**src/rtl/dm_access_master.sv**
```systemverilog
// dm_access_master
//   Initiator for the data-memory port. Takes one load/store at a time from the
//   MEM stage, drives the data memory (registered-read responder), waits out its
//   latency and returns a one-cycle completion pulse. Out-of-range or misaligned
//   requests are rejected without touching the memory.
//
// Ports
//   clk, rst                  clock (rising edge) / asynchronous active-high reset
//   req_valid/req_we/req_addr/req_wdata   request from the pipeline
//   req_ready                 high only in IDLE; the pipeline stalls while low
//   resp_valid/resp_rdata/resp_err/resp_ram2   completion (one-cycle pulse)
//   busy                      state != IDLE
//   mem_addr/mem_wdata/mem_read/mem_write  toward the data memory
//   mem_rdata/mem_src         from the data memory
//
// Handshake: a request transfers on a rising edge where req_valid & req_ready are
// both high. The request is latched at that edge, so req_valid/req_addr may change
// freely afterwards. resp_valid is a single-cycle pulse with no back-pressure;
// resp_err, resp_rdata and resp_ram2 are meaningful while resp_valid is high.
//
// Timing (W = WAIT_CYCLES): legal access IDLE -> ISSUE -> WAIT x W -> CAPTURE ->
// RESP, so resp_valid comes 3+W cycles after the accepting cycle; a rejected
// request goes IDLE -> RESP (1 cycle).
module dm_access_master #(
  parameter int WAIT_CYCLES = 0,
  parameter int MEM_WORDS   = 255,
  parameter bit ALIGN_CHECK = 1'b1
) (
  input  logic        clk,
  input  logic        rst,
  input  logic        req_valid,
  input  logic        req_we,
  input  logic [15:0] req_addr,
  input  logic [15:0] req_wdata,
  output logic        req_ready,
  output logic        resp_valid,
  output logic [15:0] resp_rdata,
  output logic        resp_err,
  output logic        resp_ram2,
  output logic        busy,
  output logic [15:0] mem_addr,
  output logic [15:0] mem_wdata,
  output logic        mem_read,
  output logic        mem_write,
  input  logic [15:0] mem_rdata,
  input  logic        mem_src
);

  typedef enum logic [2:0] {
    S_IDLE    = 3'd0,
    S_ISSUE   = 3'd1,
    S_WAIT    = 3'd2,
    S_CAPTURE = 3'd3,
    S_RESP    = 3'd4
  } state_t;

  localparam logic [3:0]  WAIT_LOAD = 4'(WAIT_CYCLES);
  localparam logic [15:0] WORDS_LIM = 16'(MEM_WORDS);

  state_t      state_q, state_d;
  logic [15:0] addr_q, addr_d;
  logic [15:0] wdata_q, wdata_d;
  logic        we_q, we_d;
  logic [3:0]  cnt_q, cnt_d;
  logic [15:0] rdata_q, rdata_d;
  logic        err_q, err_d;
  logic        ram2_q, ram2_d;
  logic        req_ready_q, req_ready_d;
  logic        resp_valid_q, resp_valid_d;
  logic        mem_read_q, mem_read_d;
  logic        mem_write_q, mem_write_d;
  logic        busy_q, busy_d;
  logic        req_illegal;
  logic        accept;

  always_comb begin
    req_illegal = ({2'b00, req_addr[15:2]} >= WORDS_LIM) ||
                  ((ALIGN_CHECK != 1'b0) && (req_addr[1:0] != 2'b00));
    accept      = req_valid && req_ready_q;

    state_d = state_q;
    addr_d  = addr_q;
    wdata_d = wdata_q;
    we_d    = we_q;
    cnt_d   = cnt_q;
    rdata_d = rdata_q;
    err_d   = err_q;
    ram2_d  = ram2_q;

    case (state_q)
      S_IDLE: begin
        if (accept) begin
          addr_d  = req_addr;
          wdata_d = req_wdata;
          we_d    = req_we;
          if (req_illegal) begin
            err_d   = 1'b1;
            ram2_d  = 1'b0;
            state_d = S_RESP;
          end else begin
            err_d   = 1'b0;
            state_d = S_ISSUE;
          end
        end
      end
      S_ISSUE: begin
        cnt_d   = WAIT_LOAD;
        state_d = (WAIT_LOAD != 4'd0) ? S_WAIT : S_CAPTURE;
      end
      S_WAIT: begin
        // Counter was loaded with WAIT_CYCLES; leaving at 1 gives exactly
        // WAIT_CYCLES cycles in this state. <= also covers a stray 0.
        if (cnt_q <= 4'd1) begin
          state_d = S_CAPTURE;
        end else begin
          cnt_d = cnt_q - 4'd1;
        end
      end
      S_CAPTURE: begin
        // Stores leave the last load data untouched.
        if (!we_q) begin
          rdata_d = mem_rdata;
        end
        ram2_d  = mem_src;
        state_d = S_RESP;
      end
      S_RESP: begin
        state_d = S_IDLE;
      end
      default: begin
        state_d = S_IDLE;
      end
    endcase

    // Outputs are registered from the next state so every strobe is a clean flop.
    req_ready_d  = (state_d == S_IDLE);
    resp_valid_d = (state_d == S_RESP);
    mem_read_d   = (state_d == S_ISSUE) && !we_d;
    mem_write_d  = (state_d == S_ISSUE) && we_d;
    busy_d       = (state_d != S_IDLE);
  end

  always_ff @(posedge clk or posedge rst) begin
    if (rst) begin
      state_q      <= S_IDLE;
      addr_q       <= 16'h0000;
      wdata_q      <= 16'h0000;
      we_q         <= 1'b0;
      cnt_q        <= 4'd0;
      rdata_q      <= 16'h0000;
      err_q        <= 1'b0;
      ram2_q       <= 1'b0;
      req_ready_q  <= 1'b1;
      resp_valid_q <= 1'b0;
      mem_read_q   <= 1'b0;
      mem_write_q  <= 1'b0;
      busy_q       <= 1'b0;
    end else begin
      state_q      <= state_d;
      addr_q       <= addr_d;
      wdata_q      <= wdata_d;
      we_q         <= we_d;
      cnt_q        <= cnt_d;
      rdata_q      <= rdata_d;
      err_q        <= err_d;
      ram2_q       <= ram2_d;
      req_ready_q  <= req_ready_d;
      resp_valid_q <= resp_valid_d;
      mem_read_q   <= mem_read_d;
      mem_write_q  <= mem_write_d;
      busy_q       <= busy_d;
    end
  end

  // Address and data come straight from the latched request, so they are
  // stable from ISSUE through CAPTURE.
  assign mem_addr   = addr_q;
  assign mem_wdata  = wdata_q;
  assign mem_read   = mem_read_q;
  assign mem_write  = mem_write_q;
  assign req_ready  = req_ready_q;
  assign resp_valid = resp_valid_q;
  assign resp_rdata = rdata_q;
  assign resp_err   = err_q;
  assign resp_ram2  = ram2_q;
  assign busy       = busy_q;

endmodule

```
**config.mk**
```make
export PLATFORM = sky130hd
export DESIGN_NAME = dm_access_master
export DESIGN_NICKNAME = d
export VERILOG_FILES = /design/src/rtl/dm_access_master.sv
export SDC_FILE = /design/constraint.sdc
export NUM_CORES = 1
export LEC_CHECK = 0
export BUFFER_PORTS_ARGS = -buffer_cell sky130_fd_sc_hd__buf_4
export CAP_MARGIN = 20
export CORE_ASPECT_RATIO = 0.9
export CORE_UTILIZATION = 45
export DETAILED_ROUTE_END_ITERATION = 10
export PLACE_DENSITY = 0.76
export SLEW_MARGIN = 30
export SYNTH_ARGS = -nofsm -noshare
export SYNTH_HDL_FRONTEND = slang
export SYNTH_SLANG_ARGS = --single-unit
```
**constraint.sdc**
```tcl
create_clock -name clk -period 3.9 [get_ports clk]
set_input_delay 1.17 -clock clk [delete_from_list [all_inputs] [get_ports clk]]
set_output_delay 1.17 -clock clk [all_outputs]
set_load 0.05 [all_outputs]
```
# Word-level counts from Yosys, hierarchy flattened

Cells that the tools add are included.

Flip-flop bits (word level): 63
Input bits: 53
Logic and storage cells: 52
Output and inout bits: 55

Order comparisons: 2
Mux-type cells: 12
Equality and inequality tests: 8
Reductions and logical operators: 15
Add/subtract/negate cells: 1
Bitwise gates (word level): 1

Operators by type and width:

| cell                                                                             | number |
|---|---|
| 14-bit by 8-bit >= comparator with 1-bit output, second input constant           | 1 |
| 3-bit case mux with 4 select lines                                               | 1 |
| 3-bit 2-to-1 mux                                                                 | 3 |
| 4-bit case mux with 2 select lines                                               | 1 |
| 3-bit by 1-bit == test with 1-bit output, second input constant                  | 2 |
| 3-bit by 2-bit == test with 1-bit output, second input constant                  | 2 |
| 3-bit zero test                                                                  | 2 |
| 2-bit inequality test, second input constant                                     | 3 |
| 2-bit AND reduction                                                              | 3 |
| 2-bit nonzero test                                                               | 3 |
| 1-bit 2-to-1 mux                                                                 | 5 |
| 4-bit by 1-bit less-or-equal comparator with 1-bit output, second input constant | 1 |
| 4-bit 2-to-1 mux                                                                 | 1 |
| 4-bit by 1-bit subtractor with 4-bit output, second input constant               | 1 |
| 3-bit == test, second input constant                                             | 1 |
| 1-bit logical AND                                                                | 3 |
| 3-bit AND reduction                                                              | 1 |
| 3-bit nonzero test                                                               | 1 |
| 1-bit case mux with 2 select lines                                               | 1 |
| 1-bit zero test                                                                  | 1 |
| 1-bit logical OR                                                                 | 1 |
| 1-bit NOT                                                                        | 1 |

# Depth between registers and ports, before layout

Gate-level depths: netlist (run 1).

Word-level depth: 7
Gate-level depth with buffers: 8
Depth with buffers taken out: 6

# Worst setup path before layout (run 1)

Ideal clock, no wire load.

Path kind: in2reg
From: input req_valid
To: register addr_q[0] (netlist: mem_addr[0])
Data arrival time: 2.101 ns
Path slack: 1.674 ns
Setup time: 0.125 ns
Cell stages on the path: 5
Data required time: 3.775 ns
Path through: nand2_1 > or3_1 > buf_6 > buf_12 > mux2_4

Cells in the longest elaborated chain, start to end: 2

Ends and longest elaborated chain:

| what                                 | line | RTL |
|---|---|---|
| start, declared                      | 31   | `input logic req_valid,` |
| 1-bit logical AND                    | 79   | `accept = req_valid && req_ready_q;` |
| 2-bit AND reduction (no source line) | --   |  |
| end signal, assigned                 | 160  | `addr_q <= addr_d;` |
| end, declared                        | 61   | `logic [15:0] addr_q, addr_d;` |

No other way between the ends.
A chain may end at the register's enable or synchronous reset.

# Final worst setup path (run 1)

From: input req_valid
To: register wdata_q[13] (netlist: mem_wdata[13])

Cells in the longest elaborated chain, start to end: 2

Ends and longest elaborated chain:

| what                                 | line | RTL |
|---|---|---|
| 1-bit logical AND                    | 79   |  |
| 2-bit AND reduction (no source line) | --   |  |
| end signal, assigned                 | 161  | `wdata_q <= wdata_d;` |
| end, declared                        | 62   | `logic [15:0] wdata_q, wdata_d;` |

No other way between the ends.

==> results.yml, run 1 <==
min_path:
  holdPathEnd: "resp_err"
  min_from: "resp_err"
  min_path_type: "reg -> reg"
  holdPathStages: 1
critical_path:
  r2r_setup_slack_ns: 1.62
  end_kind: "flop"
  r2r_cells: 4
  crit_type: "in -> reg"
  startpoint_type: "primary input"
  rr_startpoint: "state_q[0]"
  crit_required_ns: 4.12
  crit_arrival_ns: 2.60
  rr_endpoint: "mem_wdata[13]"
  path_max_fanout: 11
yosys:
  syn_inst: 177
  synth_top_area_share_pct: 60.25
  ys_seq_area_share_pct: 61.27
  synthesis.nets: 232
  ys_warn_count: 0
  synth_area_leaders: "dfrtp_1, mux2_2, mux2_4, buf_6, dfstp_2"
  synth_area_um2: 2575
  ys_ff_latch: 63
  synthDistinctLibCells: 32
  syn_area_per_cell_um2: 14.55
  synth_top_area_cell: "dfrtp_1"
grt:
  overflow: 0
  grt_max_degree: 27
  antenna_found_initial: 0
  grt_pass1_vias: 1853
  grt_pass1_wl_um: 8652
  grt_usage_pct: 19.60
final_layout:
  fill_cells: 395
  drive_above_1_share_pct: 61.56
  area_delta_synth_final_pct: 41.59
  n_antenna_cell: 0
  finalNetCount: 344
cts:
  cts.sinks: 63
  cts_resized: 0
  post-cts-setup-buffers: 0
  cts_max_level: 3
  cts_tree: "done"
  hold_buffers: 0
  clkTransAtPathRegs_ns: 0.07
  clockBufferDepth: 2
  cts-root-buf: "clkbuf_8"
  cts-buffers-inserted: 9
  clock_latency_ns: 0.33
die:
  core_region_area_um2: 5380
  row_count: 25
  top_level_ports: 108
  dieArea_um2: 6029
  die_w_um: 81.74
  start_util_pct: 47.86
  die_h_um: 73.76
detailed_routing:
  drt_pass1_iterations: 4
  finalWirelength_um: 5393
  viasPerCell: 5.014
  ant_nets: 0
  drtIter0Drc: 95
  num_vias: 1810
  wire_per_inst_um: 14.94
  remaining_drc_errors: 0
sta:
  setup-violations-final: 0
  finalCritPeriodShare_pct: 61.19
  worst_slack_ns: 1.514
  fmax_ghz: 0.4190
  period_needed_ns: 2.386
  hold_viol: 0
  rsz0062_at_grt: "no"
  fin_skew_ns: 0.004276
  tns_ns: 0
  slew-limit-headroom_pct: 39.39
  drv_slew: 0
  tightest_slew_ns: 0.9092
placed_design:
  routabilityCongestion: 0.7434
  pre_cts_ws_ns: 1.145
  portBuffers: 107
  hpwl_um: 4046
power:
  irDropWorstVdd_mv: 0.6743
  power_leakage_nw: 1.777
  p_per_area_nw_per_um2: 1028
status:
  status: "complete, no violations"
run:
  maxCapViolCount: 0
[state kept, by name (all words and copies together), names as in the netlist, 3 cells and up]
signal / count
mem_wdata: 16
cnt_q: 4
state_q: 3
resp_rdata: 16
mem_addr: 16
[through the flow]
stage                     util (%)  instance area (um2)  hold WS [ns]  std cells  power [mW]
after floorplan                  -                 2575        0.5047        177       2.556
after global placement       63.42                 3412        0.4799        345       3.087
after detailed placement     63.42                 3412        0.4815        345       3.123
after CTS                    67.77                 3646        0.4961        361       3.776
after global routing         67.77                 3646        0.5260        361       3.916
final                        67.77                 3646        0.4940        361       3.746
[layout by cell type, fill, tap and decap left out, types with 3 or more instances in the layout]
| cell | Yosys | final |
|---|---|---|
| dfrtp_1 | 62 | 62 |
| mux2_2 | 40 | 40 |
| nand2_1 | 7 | 7 |
| a21oi_1 | 4 | 4 |
| mux2_4 | 9 | 9 |
| o211ai_1 | 3 | 3 |
| inv_1 | 5 | 4 |
| o21ai_0 | 3 | 3 |
| buf_4 | 0 | 110 |
| clkbuf_8 | 0 | 12 |
| nor2_1 | 4 | 4 |
[how the worst max path moves through the flow]
stage	start	endpoint	slack [ns]	cells past startpoint
6_report	req_valid	mem_wdata[13]	1.51	5
5_1_grt	req_valid	mem_wdata[13]	1.43	5
4_1_cts	req_valid	mem_wdata[13]	1.50	5
3_5_place_dp	req_valid	mem_wdata[13]	1.14	5
3_3_place_gp	req_valid	mem_wdata[5]	1.16	5
2_1_floorplan	rst	busy	1.16	1
[synth_stat cells (all sizes together)]
library cell   n
dfrtp         62
mux2          49
buf            7
nand2          7
inv            5
nor2           5
a21oi          4
or2            4
nor3           3
o211ai         3
o21ai          3
a32o           2
clkbuf         2
ha             2
nand2b         2
nand4          2
nor2b          2
nor4           2
o21a           2
o31ai          2
or3            2
dfstp          1
mux2i          1
nand3          1
o21ba          1
or4            1
[kinds of logic (layout without fill, tap and decap cells)]
| family | after synthesis | in the layout | synth area share (%) |
|---|---|---|---|
| and+or+nand+nor | 31 | 31 | 6.316 |
| AOI/OAI and AO/OA | 17 | 17 | 4.567 |
| DFF | 63 | 63 | 61.27 |
| adders and majority gates | 2 | 2 | 0.9717 |
| muxes | 50 | 50 | 23.13 |
| buffers and inverters | 14 | 131 | 3.741 |
[critical path, stage by stage]
cell and delay [ns]:
buf_4 0.08, nand2_1 0.07, nor3_2 0.61, buf_4 0.32, mux2_2 0.35
[final cells by class]
type                    instances  area [um2]  share of cell area, %
flip-flops and latches         63        1578                  43.27
multi-input cells             100       905.9                  24.85
repair buffers                110       825.8                  22.65
clock buffers                  13       168.9                  4.633
well taps                      67       83.83                  2.299
clock inverters                 3       65.06                  1.784
inverters                       5       18.77                 0.5148
[layer usage]
metal | global-route usage [%] | vias to the layer above | routed length [um]
met1 | 23.78 | 888 | 2164
li1 | - | 847 | -
met5 | 0 | - | 0
met2 | 30.95 | 67 | 2721
met3 | 7.081 | 8 | 408
met4 | 9.357 | 0 | 98
[where the power goes]
| group | switching (mW) | leakage [nW] | internal, mW |
|---|---|---|---|
| Sequential | 0.173 | 0.762 | 0.948 |
| Clock | 0.237 | 0.120 | 0.412 |
| Combinational | 1.28 | 0.896 | 0.699 |
| Total | 1.69 | 1.78 | 2.06 |
Power figures use the tool's default switching activity.
==> inputs of run 2 (changes only) <==
==> constraint.sdc (replaced) <==
create_clock -name clk -period 2.5 [get_ports clk]
set_input_delay 0.75 -clock clk [delete_from_list [all_inputs] [get_ports clk]]
set_output_delay 0.75 -clock clk [all_outputs]
set_load 0.05 [all_outputs]
==> run 2 against run 1 <==
Compared with the run above:
- sequential share of layout area is 0.53 points higher
- sequential power grew 56%
- combinational power up 57%
- final cell count rose by 0.28%
- routed wire length is 1.4% lower
- clock power grew 11%
- total power rose by 49%
- setup slack worse by 1.0 ns
- flip-flop and latch count unchanged
- global-route usage shrank 0.67 points
- count of clock-buffer cells in the layout down 1
- largest power group unchanged
==> results.yml, run 2 (synthesized netlist as in run 1, its figures left out) <==
final_layout:
  final_common_cell: "buf_4"
  drive_above_1_share_pct: 61.02
  final_area_um2: 3602
  finalNetCount: 345
  area_delta_synth_final_pct: 39.89
  layout_common_cells: "buf_4, dfrtp_1, mux2_2"
  n_antenna_cell: 0
cts:
  clkTransAtPathRegs_ns: 0.07
  hold_buffers: 0
  clock_latency_ns: 0.33
  cts-buffers-inserted: 9
  cts_tree: "done"
  cts.sinks: 63
  clockBufferDepth: 2
  cts_max_level: 3
  cts-root-buf: "clkbuf_8"
  post-cts-setup-buffers: 0
  cts_resized: 0
placed_design:
  routabilityCongestion: 0.7798
  portBuffers: 107
  hpwl_um: 3915
  placed_area_um2: 3445
sta:
  drv_slew: 0
  tns_ns: 0
  hold_viol: 0
  setup-violations-final: 0
  finalCritPeriodShare_pct: 79.28
  fmax_ghz: 0.5045
  fin_skew_ns: 0.005440
  rsz0062_at_grt: "no"
  tightest_slew_ns: 0.5333
  period_needed_ns: 1.982
  slew-limit-headroom_pct: 64.17
critical_path:
  end_kind: "flop"
  r2r_cells: 4
  crit_type: "reg -> reg"
  path_max_fanout: 12
  crit_arrival_ns: 2.20
  startpoint_type: "flop"
  r2r_setup_slack_ns: 0.52
  crit_required_ns: 2.72
  rr_startpoint: "state_q[0]"
  rr_endpoint: "mem_addr[4]"
detailed_routing:
  num_vias: 1788
  remaining_drc_errors: 0
  ant_nets: 0
  drtIter0Drc: 48
  viasPerCell: 4.939
  drt_pass1_iterations: 4
  wire_per_inst_um: 14.69
  finalWirelength_um: 5316
die:
  die_h_um: 73.76
  dieArea_um2: 6029
  start_util_pct: 47.86
  row_count: 25
  top_level_ports: 108
  die_w_um: 81.74
  core_region_area_um2: 5380
min_path:
  min_path_type: "in -> async"
run:
  maxCapViolCount: 0
grt:
  overflow: 0
  grt_max_degree: 44
  grt_usage_pct: 18.93
  grt_pass1_vias: 1792
  antenna_found_initial: 0
  grt_pass1_wl_um: 8314
power:
  irDropWorstVdd_mv: 0.8532
  power_leakage_nw: 1.750
  p_per_area_nw_per_um2: 1548
status:
  status: "complete, no violations"
==> run 2: cell types whose count changed in the layout (fill, tap and decap cells not counted), sizes merged <==
cell / previous run / this run
buf: 110 / 111
bufinv: 2 / 0
clkbuf: 13 / 12
clkinv: 1 / 3
clkinvlp: 0 / 1
==> run 2: per-stage QoR <==
stage	setup WS, ns	hold WS (ns)	total power [mW]	utilization, %	std cells
finish	0.5179	0.4369	5.575	66.95	362
global route	0.4402	0.4538	5.824	66.95	362
CTS	0.5192	0.4402	5.633	66.95	362
detailed placement	0.4694	0.4854	4.893	64.02	346
global placement	0.4948	0.4820	4.840	64.02	346
floorplan	0.1819	0.5047	3.987	-	177
==> run 2: routing by layer <==
| layer | vias up | global-route usage, % | routed length (um) |
|---|---|---|---|
| li1 | 846 | - | - |
| met1 | 866 | 23.65 | 2243 |
| met2 | 67 | 27.82 | 2569 |
| met3 | 9 | 9.814 | 429 |
| met4 | 0 | 7.018 | 74 |
| met5 | - | 0 | 0 |
==> run 2: report_power, final <==
part	switching [mW]	internal, mW	leakage [nW]
combinational	2.00	1.11	0.908
sequential	0.269	1.48	0.762
clock	0.365	0.355	0.0801
total	2.63	2.94	1.75
==> run 2: how the worst max path moves through the flow <==
stage,from,end,slack [ns],cells past startpoint
after CTS,state_q[0],mem_addr[3],0.52,4
after floorplan,rst,busy,0.18,1
final,state_q[0],mem_addr[4],0.52,4
after global placement,req_valid,mem_addr[7],0.49,5
after detailed placement,req_valid,mem_addr[2],0.47,5
after global routing,state_q[0],mem_addr[3],0.44,4
==> run 2: final cells by class <==
class | count | area (um2)
tap | 67 | 83.83
sequential | 63 | 1578
inverter | 5 | 18.77
clock buffer | 12 | 135.1
fill | 408 | 1778
timing repair buffer | 111 | 858.3
clock inverter | 4 | 22.52
multi-input combinational | 100 | 905.9
==> run 2: worst max-delay path: stages, from the launching register on <==
cell and delay [ns]:
dfrtp_1 0.48, or2_1 0.34, or3_1 0.49, buf_4 0.25
mux2_4 0.30
